--- src/rtl/mips_pkg.sv ---
// Shared MIPS datapath widths and architectural constants.
package mips_pkg;
  localparam int DATA_W = 32;
  localparam int ADDR_W = 5;
  localparam logic [ADDR_W-1:0] REG_ZERO = '0;
endpackage

--- src/rtl/wb_bypass_lookup.sv ---
// Youngest-match search over the occupied writeback slots for one read port.
module wb_bypass_lookup #(
  parameter int DATA_W = mips_pkg::DATA_W,
  parameter int ADDR_W = mips_pkg::ADDR_W,
  parameter int DEPTH  = 4,
  localparam int PTR_W = $clog2(DEPTH),
  localparam int CNT_W = PTR_W + 1
) (
  input  logic [PTR_W-1:0]              rd_ptr,
  input  logic [CNT_W-1:0]              count,
  input  logic [DEPTH-1:0][ADDR_W-1:0]  slot_addr,
  input  logic [DEPTH-1:0][DATA_W-1:0]  slot_data,
  input  logic [ADDR_W-1:0]             lookup_addr,
  output logic                          hit,
  output logic [DATA_W-1:0]             data
);
  import mips_pkg::REG_ZERO;

  logic [PTR_W-1:0] idx;

  // Walk oldest to youngest so the last match left standing is the youngest.
  always_comb begin
    hit  = 1'b0;
    data = '0;
    idx  = '0;
    for (int i = 0; i < DEPTH; i++) begin
      idx = rd_ptr + PTR_W'(i);
      if (CNT_W'(i) < count && slot_addr[idx] == lookup_addr &&
          lookup_addr != ADDR_W'(REG_ZERO)) begin
        hit  = 1'b1;
        data = slot_data[idx];
      end
    end
  end
endmodule

--- src/rtl/reg_wb_buffer.sv ---
// Register writeback FIFO: queues writebacks until the RF write port is granted
// and exposes the youngest pending value on two bypass read ports.
module reg_wb_buffer #(
  parameter int DATA_W = mips_pkg::DATA_W,
  parameter int ADDR_W = mips_pkg::ADDR_W,
  parameter int DEPTH  = 4
) (
  input  logic                      clk,
  input  logic                      rst_n,
  input  logic                      in_valid,
  output logic                      in_ready,
  input  logic [ADDR_W-1:0]         in_addr,
  input  logic [DATA_W-1:0]         in_data,
  input  logic                      rf_grant,
  output logic                      rf_we,
  output logic [ADDR_W-1:0]         rf_waddr,
  output logic [DATA_W-1:0]         rf_wdata,
  input  logic [ADDR_W-1:0]         byp_addr_1,
  input  logic [ADDR_W-1:0]         byp_addr_2,
  output logic                      byp_hit_1,
  output logic                      byp_hit_2,
  output logic [DATA_W-1:0]         byp_data_1,
  output logic [DATA_W-1:0]         byp_data_2,
  output logic [$clog2(DEPTH):0]    count
);
  import mips_pkg::REG_ZERO;

  localparam int PTR_W = $clog2(DEPTH);
  localparam int CNT_W = PTR_W + 1;
  localparam int NUM_RD = 2;

  logic [DEPTH-1:0][ADDR_W-1:0] addr_q;
  logic [DEPTH-1:0][DATA_W-1:0] data_q;
  logic [PTR_W-1:0]             wr_ptr, rd_ptr;
  logic [CNT_W-1:0]             cnt_q;
  logic                         push, pop;

  assign in_ready = cnt_q < CNT_W'(DEPTH);
  assign rf_we    = (cnt_q != '0) && rf_grant;
  assign rf_waddr = addr_q[rd_ptr];
  assign rf_wdata = data_q[rd_ptr];
  assign count    = cnt_q;

  // Writes to r0 complete the handshake but never occupy a slot.
  assign push = in_valid && in_ready && (in_addr != ADDR_W'(REG_ZERO));
  assign pop  = rf_we;

  always_ff @(posedge clk or negedge rst_n) begin
    if (!rst_n) begin
      addr_q <= '0;
      data_q <= '0;
      wr_ptr <= '0;
      rd_ptr <= '0;
      cnt_q  <= '0;
    end else begin
      if (push) begin
        addr_q[wr_ptr] <= in_addr;
        data_q[wr_ptr] <= in_data;
        wr_ptr         <= wr_ptr + 1'b1;
      end
      if (pop)
        rd_ptr <= rd_ptr + 1'b1;
      case ({push, pop})
        2'b10:   cnt_q <= cnt_q + 1'b1;
        2'b01:   cnt_q <= cnt_q - 1'b1;
        default: cnt_q <= cnt_q;
      endcase
    end
  end

  logic [NUM_RD-1:0][ADDR_W-1:0] byp_addr;
  logic [NUM_RD-1:0]             byp_hit;
  logic [NUM_RD-1:0][DATA_W-1:0] byp_data;

  assign byp_addr = {byp_addr_2, byp_addr_1};

  for (genvar p = 0; p < NUM_RD; p++) begin : g_byp
    wb_bypass_lookup #(
      .DATA_W(DATA_W),
      .ADDR_W(ADDR_W),
      .DEPTH (DEPTH)
    ) u_lookup (
      .rd_ptr     (rd_ptr),
      .count      (cnt_q),
      .slot_addr  (addr_q),
      .slot_data  (data_q),
      .lookup_addr(byp_addr[p]),
      .hit        (byp_hit[p]),
      .data       (byp_data[p])
    );
  end

  assign byp_hit_1  = byp_hit[0];
  assign byp_hit_2  = byp_hit[1];
  assign byp_data_1 = byp_data[0];
  assign byp_data_2 = byp_data[1];
endmodule

--- config.mk ---
export PLATFORM = sky130hd
export DESIGN_NAME = reg_wb_buffer
export DESIGN_NICKNAME = d
export VERILOG_FILES = /design/src/rtl/mips_pkg.sv /design/src/rtl/wb_bypass_lookup.sv /design/src/rtl/reg_wb_buffer.sv
export SDC_FILE = /design/constraint.sdc
export NUM_CORES = 1
export LEC_CHECK = 0
export ABC_AREA = 1
export CORE_MARGIN = 5
export CORE_UTILIZATION = 35
export DETAILED_ROUTE_END_ITERATION = 10
export HOLD_SLACK_MARGIN = 0.05
export SLEW_MARGIN = 25
export SYNTH_ARGS = -nofsm -noshare
export SYNTH_HDL_FRONTEND = slang
export SYNTH_SLANG_ARGS = --single-unit
--- constraint.sdc ---
create_clock -name clk -period 3.55 [get_ports clk]
set_input_delay 0.8875 -clock clk [delete_from_list [all_inputs] [get_ports clk]]
set_output_delay 0.8875 -clock clk [all_outputs]
set_load 0.02 [all_outputs]
==> summary.txt <==
Outcome
  – Outcome: complete, but fails checks
  – Failing checks: setup timing

Timing
  – Max Transition Viols Final: 0
  – Final setup vio count: 68
  – Clock Skew: 0.0105 ns
  – Worst hold slack: 0.421 ns
  – Worst-Margin Slew: 0.690 ns
  – Max frequency: 268 MHz
  – Final worst slack: -0.188 ns
  – Rel. slew slack: 0.540
  – Hold Violations, Final: 0
  – Crit share post-route: 1.05
  – RSZ-0062 raised after global routing: true
  – Minimum clock period: 3.74 ns

Power and ir drop
  – Leakage power: 0.00934 uW
  – Total power: 20800 uW
  – Power per cell area: 1130 mW/mm^2
  – Max IR drop VDD: 0.000589 V

Cells and area
  – Fill count: 3606
  – Commonest non-fill, non-tap cells in the layout: nand2_1, o21ai_0, inv_1
  – Reg area: 0.00388 sq mm
  – Area delta synth->final: 42.3%
  – Share of cells above drive strength 1: 0.214
  – Nets@finish: 2518
  – N_diodes: 0
  – Most common cell after layout, fill and taps aside: nand2_1
  – Area of the multi-input gates: 0.00832 sq mm

Synthesis
  – #FFs+latches synth: 155
  – Area share of the largest cell type after synthesis: 0.301
  – Yosys cell types: 25
  – Post-Syn Instances: 2239
  – Sequential element share of the synthesized area: 0.301
  – Post-Syn Area: 0.0129 sq mm
  – Yosys Warn Count: 0
  – Top post-synthesis cells by area: dfrtp_1, nand2_1, o21ai_0, inv_1, nor2_1
  – Syn_nets: 2299
  – Synth Area per Inst: 5.75 sq um
  – Area leader, netlist: dfrtp_1

Setup path
  – CP Max Fanout: 16
  – CP Capture Type: output port
  – Worst Path Required: 2.66 ns
  – WP data arrival: 2.85 ns
  – Reg2Reg Setup Slack: 1.61 ns
  – Crit Path Category: reg2out
  – CP Launch Type: flip-flop

Route
  – DR iter-0 viols: 1310
  – DR vias: 15339
  – Number of detailed-route iterations in the first pass: 6
  – Vias per inst: 5.22
  – DR WL/cell: 17.3 um
  – Final WL: 50.9 mm
  – Residual DRC: 0
  – Antenna viol nets, final: 0

Placement
  – Detailed Place HPWL: 31.7 mm
  – Port Buffer Count: 158
  – Dpl ws: -0.857 ns
  – Gp weighted congestion: 0.871

Floorplanning
  – Row count: 70
  – Initial Util: 0.353
  – Die H: 202 um
  – Core ar.: 0.0364 sq mm
  – I/O pin total: 159
  – Die Wd: 202 um
  – Die ar.: 0.0407 sq mm

Clock tree
  – TritonCTS Sinks: 155
  – CTS max path bufs: 2
  – CTS root buf: clkbuf_16
  – TritonCTS Buffers: 17
  – CTS tree: built
  – Clock transition at the registers of the reported paths: 0.07 ns
  – Worst skew pair latency: 0.44 ns
  – H-Tree Depth: 4

Flow run
  – Maxcap violations: 0

Global route
  – Total global routing overflow: 0
  – Initial antenna violation count: 0
  – Vias in the first global route: 14060
  – Total GRT Usage: 0.235
  – First-pass GRT wire length: 77.3 mm
  – Largest net degree at the start of global routing: 145

Min path
  – Worst min path class: in2async
area by class of cell:
class | count | area share
clock buffer | 21 | 0.0251
clock inverter | 11 | 0.00731
inverter | 237 | 0.0491
multi-input combinational | 1694 | 0.454
sequential | 155 | 0.212
tap | 468 | 0.0320
timing repair buffer | 353 | 0.220
logic make-up after synthesis:
family / Yosys count / share of synthesized area
simple gates: 1249 / 0.393
compound gates: 424 / 0.166
buf+inv: 392 / 0.124
flops: 155 / 0.301
xor+xnor: 10 / 0.00681
fa+ha+maj: 9 / 0.00875
path summary, 6_finish.rpt:
path | cells past startpoint | startpoint | endpoint
worst min-delay path | 1 | rst_n | data_q[72]
worst max register to register | 7 | count[2] | data_q[30]
max in group asynchronous | 2 | rst_n | data_q[80]
min in group clk | 2 | data_q[50] | data_q[50]
worst min register to register | 2 | data_q[50] | data_q[50]
worst max-delay path | 15 | rd_ptr[0] | byp_data_1[6]
Yosys cell counts (all sizes together):
master and n:
a21oi 3, buf 100, clkbuf 55, dfrtp 155
ha 9, inv 237, nand2 817, nand3 128
nand4 65, nor2 234, nor2b 2, nor3 1
o21ai 421, or2 2, xnor2 2, xor2 8
worst max-delay path, cell delays in order, from the launching register on:
cell,delay (ns)
dfrtp_4,0.58
inv_8,0.12
nand2_2,0.10
nand2_4,0.17
nand3_2,0.15
nand3_2,0.10
nand2_1,0.08
nor2_4,0.21
buf_4,0.17
buf_12,0.15
buf_4,0.13
nand4_1,0.08
nand3_1,0.09
nand2_1,0.06
nand2_1,0.08
buf_6,0.12
stage by stage:
step / instance area [sq um] / instances / utilization / TNS (ns)
finish: 18300 / 2939 / 0.503 / -8.48
global placement: 15900 / 2853 / 0.438 / -48.22
floorplan: 12900 / 2239 / - / 0
CTS: 17300 / 2923 / 0.476 / -7.09
global route: 18300 / 2939 / 0.503 / -17.48
detailed placement: 15900 / 2853 / 0.438 / -48.87
what timing repair did:
| item | 4_1_cts | 5_1_grt |
|---|---|---|
| gates cloned | 13 | 10 |
| hold buffers | 0 | 0 |
| gates resized for setup | 464 | 231 |
| setup buffers | 25 | 10 |
| endpoints found under the setup margin | 93 | 79 |
| pin swaps | 21 | 70 |
report_power, final:
part	leakage (uW)	switching, uW	internal [uW]	total (uW)
Combinational	0.00711	9640	6090	15700
Sequential	0.00195	573	2570	3150
Clock	0.000277	807	1080	1890
flip-flops by register name, summed over array words and instances, names as in the netlist:
register	cells
data_q	128
wr_ptr	2
addr_q	20
rd_ptr	2
count	3
routing by layer:
metal  vias up  routed length (um)  GRT usage
li1       7542                   -          -
met1      7060               22300      0.321
met5         -                   0          0
met3       109                3580     0.0364
met4         0                1450     0.0671
met2       628               23500      0.388
No activity file was read; power rests on OpenSTA's default activity.
